==> src/rtl/cpu_pkg.sv <==
// cpu_pkg: shared register-file sizing, shadow entry type and opcodes for the 16-bit pipeline
package cpu_pkg;
   localparam int NUM_REGS = 16;
   localparam int REG_W = 4;
   typedef logic [REG_W-1:0] reg_t;
   typedef struct packed {
      logic valid;
      reg_t rd;
   } sb_entry_t;
   // ALU ops read rs1/rs2, immediates read only rs1, LUI/JMP read nothing
   localparam logic [3:0] OP_ADD  = 4'h0;
   localparam logic [3:0] OP_SUB  = 4'h1;
   localparam logic [3:0] OP_AND  = 4'h2;
   localparam logic [3:0] OP_OR   = 4'h3;
   localparam logic [3:0] OP_ADDI = 4'h4;
   localparam logic [3:0] OP_LD   = 4'h5;
   localparam logic [3:0] OP_ST   = 4'h6;
   localparam logic [3:0] OP_BEQ  = 4'h7;
   localparam logic [3:0] OP_LUI  = 4'h8;
   localparam logic [3:0] OP_JMP  = 4'h9;
endpackage

==> src/rtl/hazard_shadow_pipe.sv <==
// hazard_shadow_pipe: shift register of in-flight writes from EX1 to WB with
// flush kill of young entries and pending-write bitmap
module hazard_shadow_pipe
   import cpu_pkg::*;
#(
   parameter int DEPTH     = 4,
   parameter int FLUSH_POS = 2,
   parameter int WB_BYPASS = 0,
   parameter int R0_ZERO   = 1
) (
   input  logic                clk,
   input  logic                rst,
   input  logic                load,
   input  reg_t                load_rd,
   input  logic                kill,
   output sb_entry_t           wb_entry,
   output logic [NUM_REGS-1:0] busy
);
   sb_entry_t [DEPTH-1:0] pipe_q, pipe_d;

   always_comb begin
      pipe_d[0] = '{valid: load, rd: load_rd};
      for (int k = 1; k < DEPTH; k++) pipe_d[k] = pipe_q[k-1];
      for (int k = 0; k < FLUSH_POS && k < DEPTH; k++) if (kill) pipe_d[k].valid = 1'b0;
   end

   // a write-through regfile makes the WB entry visible to ID already
   always_comb begin
      busy = '0;
      for (int k = 0; k < DEPTH - WB_BYPASS; k++) if (pipe_q[k].valid) busy[pipe_q[k].rd] = 1'b1;
      if (R0_ZERO != 0) busy[0] = 1'b0;
   end

   always_ff @(posedge clk or negedge rst)
      if (!rst) pipe_q <= '0;
      else pipe_q <= pipe_d;

   assign wb_entry = pipe_q[DEPTH-1];
endmodule

==> src/rtl/hazard_scoreboard.sv <==
// hazard_scoreboard: RAW stall, branch flush sequencing, WB consistency check
// and saturating statistics for the forwarding-less in-order pipeline
module hazard_scoreboard
   import cpu_pkg::*;
#(
   parameter int DEPTH     = 4,
   parameter int FLUSH_POS = 2,
   parameter int WB_BYPASS = 0,
   parameter int R0_ZERO   = 1
) (
   input  logic                clk,
   input  logic                rst,
   input  logic                id_valid,
   input  logic [REG_W-1:0]    id_rs1,
   input  logic [REG_W-1:0]    id_rs2,
   input  logic                id_rs1_used,
   input  logic                id_rs2_used,
   input  logic [REG_W-1:0]    id_rd,
   input  logic                id_reg_write,
   input  logic                branch_taken,
   input  logic                wb_reg_write,
   input  logic [REG_W-1:0]    wb_rd,
   output logic                stall_if,
   output logic                stall_id,
   output logic                bubble_ex,
   output logic                flush_id,
   output logic                flush_ex,
   output logic                flush_mem,
   output logic [NUM_REGS-1:0] sb_busy,
   output logic                sb_err,
   output logic [15:0]         stall_cnt,
   output logic [15:0]         flush_cnt
);
   sb_entry_t   wb_entry;
   logic        hazard, stall, load, mismatch, skip;
   logic        err_q, err_d;
   logic [15:0] stall_cnt_q, stall_cnt_d, flush_cnt_q, flush_cnt_d;

   hazard_shadow_pipe #(
      .DEPTH(DEPTH), .FLUSH_POS(FLUSH_POS), .WB_BYPASS(WB_BYPASS), .R0_ZERO(R0_ZERO)
   ) u_pipe (
      .clk(clk), .rst(rst), .load(load), .load_rd(id_rd), .kill(branch_taken),
      .wb_entry(wb_entry), .busy(sb_busy)
   );

   // a flush discards the ID instruction, so it wins over a stall
   always_comb begin
      hazard   = id_valid & ((id_rs1_used & sb_busy[id_rs1]) | (id_rs2_used & sb_busy[id_rs2]));
      stall    = hazard & !branch_taken;
      load     = id_valid & id_reg_write & !hazard & !branch_taken & (R0_ZERO == 0 || id_rd != '0);
      mismatch = wb_reg_write ? (!wb_entry.valid || wb_entry.rd != wb_rd) : wb_entry.valid;
      skip     = R0_ZERO != 0 && wb_rd == '0;
      err_d       = err_q | (mismatch & !skip);
      stall_cnt_d = (stall && stall_cnt_q != 16'hFFFF) ? stall_cnt_q + 16'd1 : stall_cnt_q;
      flush_cnt_d = (branch_taken && flush_cnt_q != 16'hFFFF) ? flush_cnt_q + 16'd1 : flush_cnt_q;
   end

   always_ff @(posedge clk or negedge rst)
      if (!rst) begin
         err_q       <= 1'b0;
         stall_cnt_q <= '0;
         flush_cnt_q <= '0;
      end else begin
         err_q       <= err_d;
         stall_cnt_q <= stall_cnt_d;
         flush_cnt_q <= flush_cnt_d;
      end

   assign stall_if  = stall;
   assign stall_id  = stall;
   assign bubble_ex = stall;
   assign flush_id  = branch_taken;
   assign flush_ex  = branch_taken;
   assign flush_mem = branch_taken;
   assign sb_err    = err_q;
   assign stall_cnt = stall_cnt_q;
   assign flush_cnt = flush_cnt_q;
endmodule

==> config.mk <==
export PLATFORM = sky130hd
export DESIGN_NAME = hazard_scoreboard
export DESIGN_NICKNAME = d
export VERILOG_FILES = /design/src/rtl/cpu_pkg.sv /design/src/rtl/hazard_shadow_pipe.sv /design/src/rtl/hazard_scoreboard.sv
export SDC_FILE = /design/constraint.sdc
export NUM_CORES = 1
export LEC_CHECK = 0
export BUFFER_PORTS_ARGS = -buffer_cell sky130_fd_sc_hd__buf_4
export CAP_MARGIN = 20
export CORE_ASPECT_RATIO = 0.5
export CORE_UTILIZATION = 29
export CTS_BUF_LIST = sky130_fd_sc_hd__clkbuf_8
export CTS_CLUSTER_DIAMETER = 150
export DETAILED_ROUTE_END_ITERATION = 6
export PLACE_DENSITY_LB_ADDON = 0.08
export SLEW_MARGIN = 0
export SYNTH_ARGS = -nofsm -noshare
export SYNTH_HDL_FRONTEND = slang
export SYNTH_HIERARCHICAL = 1
export SYNTH_SLANG_ARGS = --single-unit
export TNS_END_PERCENT = 20
==> constraint.sdc <==
create_clock -name clk -period 2.5 [get_ports clk]
set_input_delay 0.125 -clock clk [delete_from_list [all_inputs] [get_ports clk]]
set_output_delay 0.125 -clock clk [all_outputs]
set_load 0.03 [all_outputs]
; ---- Word-level counts from Yosys, hierarchy flattened
; Index checks and enable logic that the tools add are counted.
[word_totals]
regBits = 53
input_bits = 24
out_inout_bits = 55
word_cells = 72
[classes]
n_addsub = 2
magnitude_cmp = 10
n_eq_ne = 3
n_mux = 19
bitwise_logic = 14
n_reduce_logical = 13
[ops]
columns = cell, n
row1 = 2-to-1 mux 16 bit, 4
row2 = OR 16 bit, 3
row3 = "adder 16 x 1 -> 16 bit, second input constant", 2
row4 = "!= test 16 bit, second input constant", 2
row5 = "< comparator 4 x 5 -> 1 bit, second input constant", 6
row6 = demux 1 bit (select 4 bit), 4
row7 = "greater-or-equal comparator 4 x 1 -> 1 bit, second input constant", 4
row8 = bitwise AND 1 bit, 9
row9 = 2-to-1 mux 1 bit, 9
row10 = binary-select mux 1 bit (select 4 bit), 2
row11 = logical AND 1 bit, 6
row12 = zero test 1 bit, 4
row13 = zero test 4 bit, 1
row14 = != test 4 bit, 1
row15 = nonzero test 4 bit, 1
row16 = OR 1 bit, 2
row17 = logical OR 1 bit, 1

; ---- Logic depth before layout (Yosys ltp)
; Gate-level depths: netlist of run 1.
[logic_depth]
ltp_word = 21
ltp_mapped = 10

; ---- By module
; Netlist of run 1, hierarchy kept.
[modules_own_cells]
columns = mod, n_inst, cells_per_inst, area_each_um2, seq_area_each_um2
row1 = hazard_scoreboard, 1, 196, 2035.7, 825.8
row2 = hazard_shadow_pipe, 1, 105, 1107.3, 500.5

; ---- Worst setup path after synthesis of run 1
; Ideal clock, no wire load.
[synth_timing]
path_kind = reg2out
start = reg u_pipe.pipe_q (netlist bit u_pipe/pipe_d[6])
end = out stall_id
arrival_ns = 3.258
slack_ns = -0.883
path_stages_with_launch = 10
n_path_buf = 2
path_cell_list = dfrtp_1 nor2b_1 nand2_1 o311ai_0 mux4_1 o2111ai_1 nand4_2 buf_6 and2_2 buf_4
[synth_via]
elab_chain_len = 17
word_cells_on_any_way = 21
cone_classes = order compare: 2 / mux: 10 / bitwise: 8 / reduce/logical: 1
[synth_lines]
columns = element, line_no
row1 = from (decl), hazard_shadow_pipe.sv:19  ; sb_entry_t [DEPTH-1:0] pipe_q, pipe_d;
row2 = from (signal assigned), hazard_shadow_pipe.sv:36  ; else pipe_q <= pipe_d;
row3 = < comparator 4 x 5 -> 1 bit (not written as such) / greater-or-equal comparator 4 x 1 -> 1 bit (equally long branches), hazard_shadow_pipe.sv:30  ; for (int k = 0; k < DEPTH - WB_BYPASS; k++) if (pipe_q[k].valid) busy[pipe_q[k].rd] = 1'b1;
row4 = logical AND 1 bit (not written as such), hazard_shadow_pipe.sv:30
row5 = 2-to-1 mux 1 bit (not written as such), hazard_shadow_pipe.sv:30
row6 = demux 1 bit (select 4 bit) *, --
row7 = 2-to-1 mux 16 bit *, hazard_shadow_pipe.sv:30
row8 = OR 16 bit (no source line), --
row9 = 2-to-1 mux 16 bit *, hazard_shadow_pipe.sv:30
row10 = OR 16 bit (no source line), --
row11 = [... 2 more ...], --
row12 = 2-to-1 mux 16 bit *, hazard_shadow_pipe.sv:30
row13 = named net sb_busy[1], hazard_scoreboard.sv:29  ; output logic [NUM_REGS-1:0] sb_busy,
row14 = binary-select mux 1 bit (select 4 bit), hazard_scoreboard.sv:48  ; hazard = id_valid & ((id_rs1_used & sb_busy[id_rs1]) | (id_rs2_used & sb_busy[id_rs2]));
row15 = 2-to-1 mux 1 bit (not written as such), hazard_scoreboard.sv:48
row16 = bitwise AND 1 bit, hazard_scoreboard.sv:48
row17 = OR 1 bit *, hazard_scoreboard.sv:48
row18 = bitwise AND 1 bit *, hazard_scoreboard.sv:48
row19 = bitwise AND 1 bit *, hazard_scoreboard.sv:49  ; stall = hazard & !branch_taken;
row20 = to (decl), hazard_scoreboard.sv:24  ; output logic stall_id,
; Mark *: on every way through the listed nets, which the timed path passes. The rest lies on a longest branch. The select of a mux whose other input is x is not followed.

; ---- Final worst setup path of run 1
[layout_timing]
start = reg u_pipe.pipe_q (netlist bit u_pipe/pipe_d[13])
end = out bubble_ex
[layout_via]
elab_chain_len = 16
word_cells_on_any_way = 20
cone_classes = order compare: 2 / mux: 9 / bitwise: 8 / reduce/logical: 1
[layout_lines]
columns = element, line_no
row1 = < comparator 4 x 5 -> 1 bit (not written as such) / greater-or-equal comparator 4 x 1 -> 1 bit (equally long branches), hazard_shadow_pipe.sv:30
row2 = logical AND 1 bit (not written as such), hazard_shadow_pipe.sv:30
row3 = 2-to-1 mux 1 bit (not written as such), hazard_shadow_pipe.sv:30
row4 = demux 1 bit (select 4 bit) *, --
row5 = OR 16 bit (no source line) *, --
row6 = 2-to-1 mux 16 bit *, hazard_shadow_pipe.sv:30
row7 = OR 16 bit (no source line), --
row8 = 2-to-1 mux 16 bit *, hazard_shadow_pipe.sv:30
row9 = OR 16 bit (no source line), --
row10 = 2-to-1 mux 16 bit *, hazard_shadow_pipe.sv:30
row11 = binary-select mux 1 bit (select 4 bit), hazard_scoreboard.sv:48
row12 = 2-to-1 mux 1 bit (not written as such), hazard_scoreboard.sv:48
row13 = bitwise AND 1 bit, hazard_scoreboard.sv:48
row14 = OR 1 bit *, hazard_scoreboard.sv:48
row15 = bitwise AND 1 bit *, hazard_scoreboard.sv:48
row16 = bitwise AND 1 bit *, hazard_scoreboard.sv:49
row17 = to (decl), hazard_scoreboard.sv:25  ; output logic bubble_ex,
; Every way passes the cells marked *; elsewhere a longest branch is shown, timed or not. The select of a mux whose other input is x is not followed.

==> flow_metrics.tcl, run 1 <==
set metrics [dict create \
    syn_area_per_cell_sq_um 10.44 \
    htree_levels 2 \
    clk_pin_slew_worst_paths_ns 0.12 \
    area_growth_pct 47.37 \
    crit_path_max_fanout 4 \
    cp_slowest_cell "dfrtp_1" \
    io_pins 79 \
    diodes 0 \
    cts_buffers 5 \
    fmaxAchievable_mhz 361.4 \
    pre_cts_ws_ns -0.1194 \
    fin_nets 446 \
    drt_wl_total_um 9571 \
    max_stage_delay_ns 0.43 \
    path_class "flop to output port" \
    max_slew_margin_pct 52.74 \
    firstDrtPassIters 4 \
    fin_skew_ns 0.01005 \
    globalplace.congestion 0.8528 \
    die-height_um 75.62 \
    synth_area_sq_um 3143 \
    vdd_drop_max_mv 0.3924 \
    violations "negative setup slack" \
    synthFlopType "dfrtp_1" \
    io_buffers 77 \
    cp_data_required_time_ns 2.38 \
    hpwl_um 7138 \
    rsz0062_at_grt "yes" \
    vias 2812 \
    cts_tree "done" \
    gr-total-overflow 0 \
    crit_chain "nand3b_1 > buf_4 > o22ai_1 > a221o_1 > mux2i_1 > a22oi_2 > o2111ai_2 > nand4_4 > buf_6 > and2_4 > buf_6" \
    cts_sinks 53 \
    coreArea_sq_um 10380 \
    drive_gt1_share_pct 46.56 \
    period_share_pct 110.7 \
    finalPower_w 0.002429 \
    power.density_nw_per_um2 524.3 \
    rows 26 \
    drcViolationCount 0 \
    wl_per_cell_um 17.06 \
    critical_path.top_delay_family "compound AO/OA/AOI/OAI gates" \
    hold_class "primary input to flop" \
    start_util_pct 30.29 \
    netlist_instances 301 \
    drt_first_iter_violations 97 \
    grt_first_pass_wirelength_um 14920 \
    drtAntennaViolNets 0 \
    grt_pass1_vias 2766 \
    cp-start-kind "flop" \
    routed_via_density 5.012 \
    synth_cell_types 53 \
    setup_viol 15 \
    tightest_slew_ns 0.7089 \
    setup_tns_ns -2.167 \
    yosysSeqAreaShare_pct 42.20 \
    yosys.area.top_type "dfrtp_1" \
    final_cell_mix "buf_4, dfrtp_1, xnor2_1" \
    status "finished, violations left" \
    end_kind "output port" \
    dieArea_sq_um 11280 \
    crit_buf_inv 3 \
    synthTopCellsByArea "dfrtp_1, xnor2_1, nand3_1" \
    synth_edf_count 0 \
    antenna_found_initial 0 \
    ys_ff_latch 53 \
    crit_top_cell "buf_6" \
    grt_max_degree 54 \
    async_flop_share_pct 100.0 \
    leakage_nw 2.027 \
    hold_violations 0 \
    clock_latency_ns 0.33 \
    die_w_um 149.2 \
    yosysWarnings 6 \
    gr-usage-all-layers_pct 17.39 \
    layout_commonest_cell "buf_4" \
    fin_ws_ns -0.2672 \
    slew_violations 0 \
    root_buffer "clkbuf_8" \
    arrival_ns 2.64 \
    syn_nets 327 \
    min_period_ns 2.767 \
    cap_violations 0 \
    synth_top_area_share_pct 42.20 \
    whs_ns 0.04425 \
    clock_path_buffers 2 \
]
-- state kept, by name, indices dropped and copies added, names as in the netlist --
register,count
flush_cnt,16
stall_cnt,16
u_pipe/pipe_d,14
u_pipe/wb_entry,5
sb_err,1
u_pipe/pipe_q,1
-- layer usage --
layer | share of wire [%] | GRT usage, % | vias to the layer above
met5 | 0 | 0 | -
met1 | 49 | 23.83 | 1397
li1 | - | - | 1353
met3 | 3.8 | 3.892 | 9
met2 | 47 | 28.27 | 53
met4 | 0.90 | 4.082 | 0
-- through the flow --
step,utilization (%),cell area (sq um),cells
after floorplan,-,3331,301
after global placement,40.45,4198,535
after detailed placement,40.45,4198,535
after CTS,43.78,4543,558
after global routing,44.63,4632,561
final,44.63,4632,561
-- kinds of logic (layout without fill, tap and decap cells) --
| group | Yosys count | after routing | synth area share, % |
|---|---|---|---|
| simple gates | 130 | 130 | 23.77 |
| flops | 53 | 53 | 42.20 |
| compound gates | 43 | 43 | 12.22 |
| xor+xnor | 33 | 33 | 9.196 |
| buf+inv | 26 | 146 | 5.573 |
| mux | 13 | 13 | 6.131 |
| fa+ha+maj | 2 | 2 | 0.7961 |
| other cells | 1 | 1 | 0.1193 |
-- final timing paths --
kind | start | end | slack (ns) | depth (start not counted)
worst min-delay path | branch_taken | u_pipe/pipe_q[4] | 0.04 | 2
worst max-delay path | u_pipe/pipe_d[13] | bubble_ex | -0.27 | 11
min in group asynchronous | rst | flush_cnt[1] | 0.37 | 2
worst min register to register | u_pipe/pipe_d[16] | u_pipe/wb_entry[1] | 0.45 | 0
worst max register to register | u_pipe/pipe_d[13] | stall_cnt[8] | -0.15 | 13
max in group asynchronous | rst | u_pipe/pipe_d[18] | 1.60 | 2
-- power breakdown --
part	internal, W	total [W]	switching [W]
combinational	0.000305	0.000709	0.000405
clock	0.000306	0.000643	0.000337
sequential	0.000952	0.00108	0.000124
-- layout make-up --
cell class | instances | area, sq um
inverter | 7 | 26.28
tap | 140 | 175.2
clock buffer | 5 | 68.82
timing repair buffer | 131 | 1042
clock inverter | 3 | 48.80
multi-input combinational | 222 | 1937
sequential | 53 | 1334
fill | 1004 | 5746
-- worst reg2reg max path, stage by stage (launching register included) --
cell	delay [ns]
dfrtp_1	0.43
nand3b_1	0.20
buf_4	0.18
o22ai_1	0.22
a221o_1	0.23
mux2i_1	0.11
a22oi_2	0.24
o2111ai_2	0.17
nand4_4	0.16
buf_6	0.11
buf_4	0.14
buf_8	0.12
nand4b_1	0.10
xnor2_1	0.15
-- repair_timing --
action                                  in CTS  in global routing
buffers inserted                             9                  3
gates cloned                                 1                  0
endpoints found under the setup margin      20                 20
gates resized for setup                     24                 12
endpoints found under the hold margin       57                  0
hold buffers                                 5                  0
pin swaps                                    7                  8
-- cell usage after synthesis (all sizes together), types with 2 or more instances --
cell and count:
inv 7, ha 2, and2 2, xor2 5
nor2b 8, o22ai 3, and3b 4, dfrtp 53
nand4b 2, or3b 2, nand2b 6, a22oi 8
nor3 6, nand3b 7, mux2i 8, buf 18
o22a 8, mux4 4, nand4 15, or2 2
and3 11, nand3 22, o311ai 3, a221o 2
xnor2 28, o2111ai 4, nor4 3, o221ai 10
or2b 2, nand2 23, nor2 11
(Power assumes the default switching activity.)
==> run 2: changes to the inputs <==
--- a/config.mk
+++ b/config.mk
@@ -16,6 +16,5 @@
 export SLEW_MARGIN = 0
 export SYNTH_ARGS = -nofsm -noshare
 export SYNTH_HDL_FRONTEND = slang
-export SYNTH_HIERARCHICAL = 1
 export SYNTH_SLANG_ARGS = --single-unit
 export TNS_END_PERCENT = 20
==> run 2 against run 1 <==
Compared with the run above: the run still ends with negative setup slack left; highest routed layer unchanged; register-to-register slack got worse by 0.25 ns; critical path depth fell by 2; cell count rose by 5.3%; largest cell class unchanged; critical path type is now flop to flop; hold slack improved by 0.016 ns; final area rose by 0.14%.
==> flow_metrics.tcl, run 2 <==
set metrics [dict create \
    post-route-util_pct 47.53 \
    drcViolationCount 0 \
    cp_data_required_time_ns 2.70 \
    netlist_top_cells_count "dfrtp_1, nor2_1, inv_1" \
    path_class "flop to flop" \
    drt-met1-wl_um 4227 \
    leakage_nw 2.201 \
    rows 25 \
    io_pins 79 \
    internal-power_w 0.001619 \
    synthTopCellsByArea "dfrtp_1, xor2_1, xnor2_1" \
    clock_latency_ns 0.31 \
    layout_commonest_cell "buf_4" \
    postLayoutCellArea_sq_um 4638 \
    period_share_pct 115.8 \
    fin_nets 481 \
    worst_hold_startpoint "branch_taken" \
    whs_ns 0.06004 \
    max_stage_delay_ns 0.49 \
    grt_pass1_vias 2847 \
    synthFlopType "dfrtp_1" \
    die_w_um 145.9 \
    post_dp_cell_area_sq_um 4233 \
    area_growth_pct 54.46 \
    arrival_ns 3.10 \
    ys_ff_latch 53 \
    crit_chain "nand3b_1 > o32ai_2 > a211oi_2 > mux4_2 > a311oi_2 > a22oi_2 > buf_4 > or3_4 > mux2_4" \
    grt_first_pass_wirelength_um 14280 \
    drive_gt1_share_pct 45.83 \
    hpwl_um 6961 \
    cap_violations 0 \
    cts_tree "done" \
    netlist_instances 301 \
    violations "negative setup slack" \
    final_cell_mix "buf_4, dfrtp_1, inv_1" \
    drt_wl_total_um 8831 \
    yosysWarnings 0 \
    hold_violations 0 \
    multiInputGateArea_sq_um 1745 \
    firstDrtPassIters 4 \
    dieArea_sq_um 10790 \
    seq_power_share_pct 44.9 \
    rsz0062_at_grt "yes" \
    coreArea_sq_um 9759 \
    clock_path_buffers 2 \
    power.density_nw_per_um2 526.3 \
    route.met2.wl_um 4109 \
    wl_per_cell_um 14.94 \
    placed_cells 573 \
    max_slew_margin_pct 56.04 \
    top_layer_used "met4" \
    routed_via_density 4.804 \
    pwr-share-clk_pct 24.4 \
    synth_area_sq_um 3003 \
    comb_power_share_pct 30.7 \
    critical_path.top_delay_family "compound AO/OA/AOI/OAI gates" \
    worstRegToRegCells 9 \
    fin_ws_ns -0.3959 \
    crit_buf_inv 1 \
    die-height_um 73.96 \
    vdd_drop_max_mv 0.3498 \
    setup_tns_ns -5.768 \
    syn_nets 327 \
    root_buffer "clkbuf_8" \
    timing.rr.end "stall_cnt[15]" \
    synth_top_area_share_pct 44.17 \
    worstReg2RegStart "u_pipe.pipe_d[5]" \
    min_period_ns 2.896 \
    htree_levels 2 \
    end_kind "flop" \
    globalplace.congestion 0.8477 \
    grt_max_degree 54 \
    fin_skew_ns 0.01544 \
    slew_violations 0 \
    crit_path_max_fanout 5 \
    n_fill_cell 968 \
    status "finished, violations left" \
    synth_edf_count 0 \
    yosys.area.top_type "dfrtp_1" \
    yosysSeqAreaShare_pct 44.17 \
    io_buffers 77 \
    drt_first_iter_violations 81 \
    cp-start-kind "flop" \
    min_to "u_pipe.pipe_d[14]" \
    drtAntennaViolNets 0 \
    cp_slowest_cell "mux4_2" \
    route.met3.wl_um 443 \
    r2r_slack_ns -0.40 \
    holdPathStages 2 \
    clk_pin_slew_worst_paths_ns 0.10 \
    cts_sinks 53 \
    fmaxAchievable_mhz 345.3 \
    syn_area_per_cell_sq_um 9.976 \
    tightest_slew_ns 0.6593 \
    yosysMostFrequentCell "dfrtp_1" \
    antenna_found_initial 0 \
    vias 2839 \
    diodes 0 \
    setup_viol 20 \
    p_sw_share_pct 33.70 \
    async_flop_share_pct 100.0 \
    hold_class "primary input to flop" \
    synth_cell_types 52 \
    start_util_pct 30.77 \
    fin_cells 591 \
    gr-usage-all-layers_pct 16.83 \
    gr-total-overflow 0 \
    ff_latch_area_sq_um 1326 \
    p_sw_w 0.0008227 \
    cts_buffers 5 \
]
==> run 2: cell types whose count changed in the layout (fill, tap and decap cells not counted), moves of 6 or more <==
| cell | previous run | this run |
|---|---|---|
| dfrtp_2 | 6 | 0 |
| xor2_1 | 5 | 18 |
| nor2_1 | 11 | 20 |
| nor3_1 | 6 | 12 |
| o22ai_1 | 3 | 10 |
| nand2b_1 | 2 | 9 |
| buf_4 | 119 | 148 |
| o22ai_2 | 0 | 6 |
| nand3_1 | 18 | 11 |
| xnor2_1 | 28 | 15 |
| inv_1 | 6 | 21 |
| dfrtp_1 | 47 | 53 |
| mux2i_1 | 8 | 2 |
| a211oi_2 | 0 | 6 |
==> run 2: worst max path at each step <==
| stage | startpoint | to | slack (ns) | depth (start not counted) |
|---|---|---|---|---|
| 6_report | u_pipe.pipe_d[5] | stall_cnt[15] | -0.40 | 9 |
| 3_3_place_gp | u_pipe.pipe_d[8] | stall_cnt[14] | -0.46 | 12 |
| 4_1_cts | u_pipe.pipe_d[5] | stall_if | -0.38 | 10 |
| 5_1_grt | u_pipe.wb_entry[1] | stall_id | -0.56 | 11 |
| 2_1_floorplan | u_pipe.wb_entry[2] | stall_cnt[15] | -0.13 | 8 |
| 3_5_place_dp | u_pipe.pipe_d[5] | stall_cnt[14] | -0.52 | 10 |
==> run 2: layout make-up <==
type	count	area share, %
tap	135	3.642
multi-input combinational	218	37.63
clock inverter	2	0.7284
clock buffer	6	1.780
sequential	53	28.59
inverter	20	1.619
timing repair buffer	157	26.00
==> run 2: logic make-up after synthesis <==
group / Yosys count / synth area share [%]
compound gates: 44 / 10.83
buf+inv: 30 / 4.750
other cells: 1 / 0.1249
flops: 53 / 44.17
xor+xnor: 33 / 9.625
fa+ha+maj: 2 / 0.8332
mux: 10 / 5.292
simple gates: 128 / 24.38
==> run 2: metrics by stage <==
| stage | power [W] | worst slack (ns) |
|---|---|---|
| finish | 0.002441 | -0.3959 |
| global route | 0.002575 | -0.5592 |
| CTS | 0.002467 | -0.3815 |
| detailed placement | 0.001838 | -0.5196 |
| global placement | 0.001828 | -0.4617 |
| floorplan | 0.001499 | -0.1289 |
==> run 2: worst reg2reg max path, delay by kind of cell, from the launching register on <==
kind | cells | cell delay [ns]
compound gates | 4 | 0.80
mux | 2 | 0.79
simple gates | 2 | 0.62
flops | 1 | 0.42
buf+inv | 1 | 0.18
==> run 2: power by group through the flow <==
stage	combinational [W]	sequential [W]	clock (W)
after global routing	0.000802	0.00112	0.000654
after floorplan	0.000229	0.00127	0
after global placement	0.000718	0.00111	0
after detailed placement	0.000722	0.00112	0
final	0.000749	0.00110	0.000596
after CTS	0.000756	0.00110	0.000613
==> run 2: timing repair <==
action	4_1_cts	5_1_grt
gates resized for setup	32	6
endpoints found under the setup margin	20	20
pin swaps	13	3
buffers inserted	5	0
hold buffers	5	0
endpoints found under the hold margin	57	0
==> run 2: per-layer routing <==
metal  track usage [%]  up-vias
met5                 0        -
li1                  -     1408
met3             2.761        5
met1             22.68     1363
met4             3.509        0
met2             29.13       63
==> run 3: changes to the inputs <==
--- a/config.mk
+++ b/config.mk
@@ -13,6 +13,7 @@
 export CTS_CLUSTER_DIAMETER = 150
 export DETAILED_ROUTE_END_ITERATION = 6
 export PLACE_DENSITY_LB_ADDON = 0.08
+export REMOVE_ABC_BUFFERS = 1
 export SLEW_MARGIN = 0
 export SYNTH_ARGS = -nofsm -noshare
 export SYNTH_HDL_FRONTEND = slang
==> run 3 against run 2 <==
Compared with the run above: the flow still finishes with violations (negative setup slack); clock skew fell by 0.010 ns; combinational power decreased by 2%; die area did not move; via count is 0.95% higher; fmax hardly changed; power fell by 1.4%; routed wire length up 4.5%; largest power group unchanged; highest routed layer unchanged.
==> flow_metrics.tcl, run 3 (synthesized netlist as in run 2, its figures left out) <==
set metrics [dict create \
    path_class "flop to output port" \
    arrival_ns 2.77 \
    globalplace.congestion 0.8331 \
    placed_cells 563 \
    ff_latch_area_sq_um 1328 \
    clock_latency_ns 0.30 \
    drt_first_iter_violations 116 \
    io_buffers 77 \
    fmaxAchievable_mhz 345.6 \
    layout_commonest_cell "buf_4" \
    coreArea_sq_um 9759 \
    dieArea_sq_um 10790 \
    cp_slowest_cell "a22oi_2" \
    tightest_slew_ns 0.6781 \
    firstDrtPassIters 4 \
    fin_skew_ns 0.004965 \
    hold_violations 0 \
    rows 25 \
    post_dp_cell_area_sq_um 4133 \
    clock_path_buffers 2 \
    postLayoutCellArea_sq_um 4524 \
    wl_per_cell_um 15.91 \
    end_kind "output port" \
    hpwl_um 7019 \
    leakage_nw 2.137 \
    cp_data_required_time_ns 2.38 \
    cp-start-kind "flop" \
    max_stage_delay_ns 0.48 \
    grt_pass1_vias 2854 \
    slew_violations 0 \
    grt_first_pass_wirelength_um 14860 \
    n_fill_cell 951 \
    rsz0062_at_grt "yes" \
    power.density_nw_per_um2 532.2 \
    finalPower_w 0.002408 \
    cts_tree "done" \
    drtAntennaViolNets 0 \
    status "finished, violations left" \
    grt_max_degree 54 \
    diodes 0 \
    violations "negative setup slack" \
    gr-usage-all-layers_pct 17.47 \
    crit_buf_inv 2 \
    fin_nets 471 \
    setup_viol 20 \
    drive_gt1_share_pct 44.04 \
    die-height_um 73.96 \
    multiInputGateArea_sq_um 1718 \
    fin_ws_ns -0.3934 \
    crit_chain "nand3b_1 > o32ai_2 > a211oi_2 > buf_4 > mux2i_1 > o311ai_1 > a31oi_1 > a22oi_2 > nor2_4 > buf_6" \
    drcViolationCount 0 \
    period_share_pct 115.7 \
    start_util_pct 30.77 \
    max_slew_margin_pct 54.79 \
    routed_via_density 4.941 \
    critical_path.top_delay_family "compound AO/OA/AOI/OAI gates" \
    clk_pin_slew_worst_paths_ns 0.09 \
    io_pins 79 \
    cts_buffers 5 \
    area_growth_pct 50.67 \
    hold_class "primary input to flop" \
    htree_levels 2 \
    whs_ns 0.03473 \
    final_cell_mix "buf_4, dfrtp_1, nor2_1, inv_1" \
    root_buffer "clkbuf_8" \
    vias 2866 \
    vdd_drop_max_mv 0.5317 \
    fin_cells 580 \
    cap_violations 0 \
    antenna_found_initial 0 \
    crit_path_max_fanout 5 \
    cts_sinks 53 \
    min_period_ns 2.893 \
    gr-total-overflow 0 \
    drt_wl_total_um 9225 \
    die_w_um 145.9 \
]
==> run 3: power breakdown <==
| group | total, W | internal, W | switching, W |
|---|---|---|---|
| clock network | 0.000567 | 0.000292 | 0.000276 |
| registers | 0.00110 | 0.000963 | 0.000142 |
| logic | 0.000736 | 0.000324 | 0.000411 |
| total | 0.00241 | 0.00158 | 0.000829 |
==> run 3: final cells by class <==
cell class	instances	share of cell area, %
Tap cell	135	3.733
Inverter	20	1.659
Multi-Input combinational cell	218	37.97
Sequential cell	53	29.34
Clock buffer	5	1.521
Clock inverter	2	0.7743
Timing Repair Buffer	147	25.00
==> run 3: stage by stage <==
stage | setup WS, ns | TNS (ns) | util, %
after floorplan | -0.8022 | -4.375 | -
after global placement | -0.5405 | -7.493 | 42.35
after detailed placement | -0.5628 | -7.685 | 42.35
after CTS | -0.4009 | -6.259 | 45.77
after global routing | -0.5346 | -9.261 | 46.36
final | -0.3934 | -6.468 | 46.36
==> run 3: worst paths after layout <==
check / start / end / slack [ns] / cells past startpoint
max: u_pipe.pipe_q[4] / bubble_ex / -0.39 / 10
min in group asynchronous: rst / flush_cnt[7] / 0.38 / 2
min reg2reg: u_pipe.pipe_d[8] / u_pipe.pipe_d[13] / 0.46 / 0
max in group asynchronous: rst / u_pipe.pipe_q[4] / 1.61 / 2
min: branch_taken / u_pipe.pipe_d[14] / 0.03 / 2
max reg2reg: u_pipe.pipe_d[5] / stall_cnt[15] / -0.39 / 8
==> run 3: what timing repair did <==
action / 4_1_cts / 5_1_grt
hold endpoints to repair: 57 / 0
gates resized for setup: 32 / 9
setup buffers: 2 / 3
pin swaps: 13 / 7
hold buffers: 5 / 0
endpoints found under the setup margin: 20 / 20
==> run 3: metal layers <==
layer,up-vias,track usage [%],part of all wire (%)
li1,1384,-,-
met4,0,3.743,0.79
met3,7,2.638,3.7
met1,1401,23.62,48
met2,74,30.25,47
met5,-,0,0
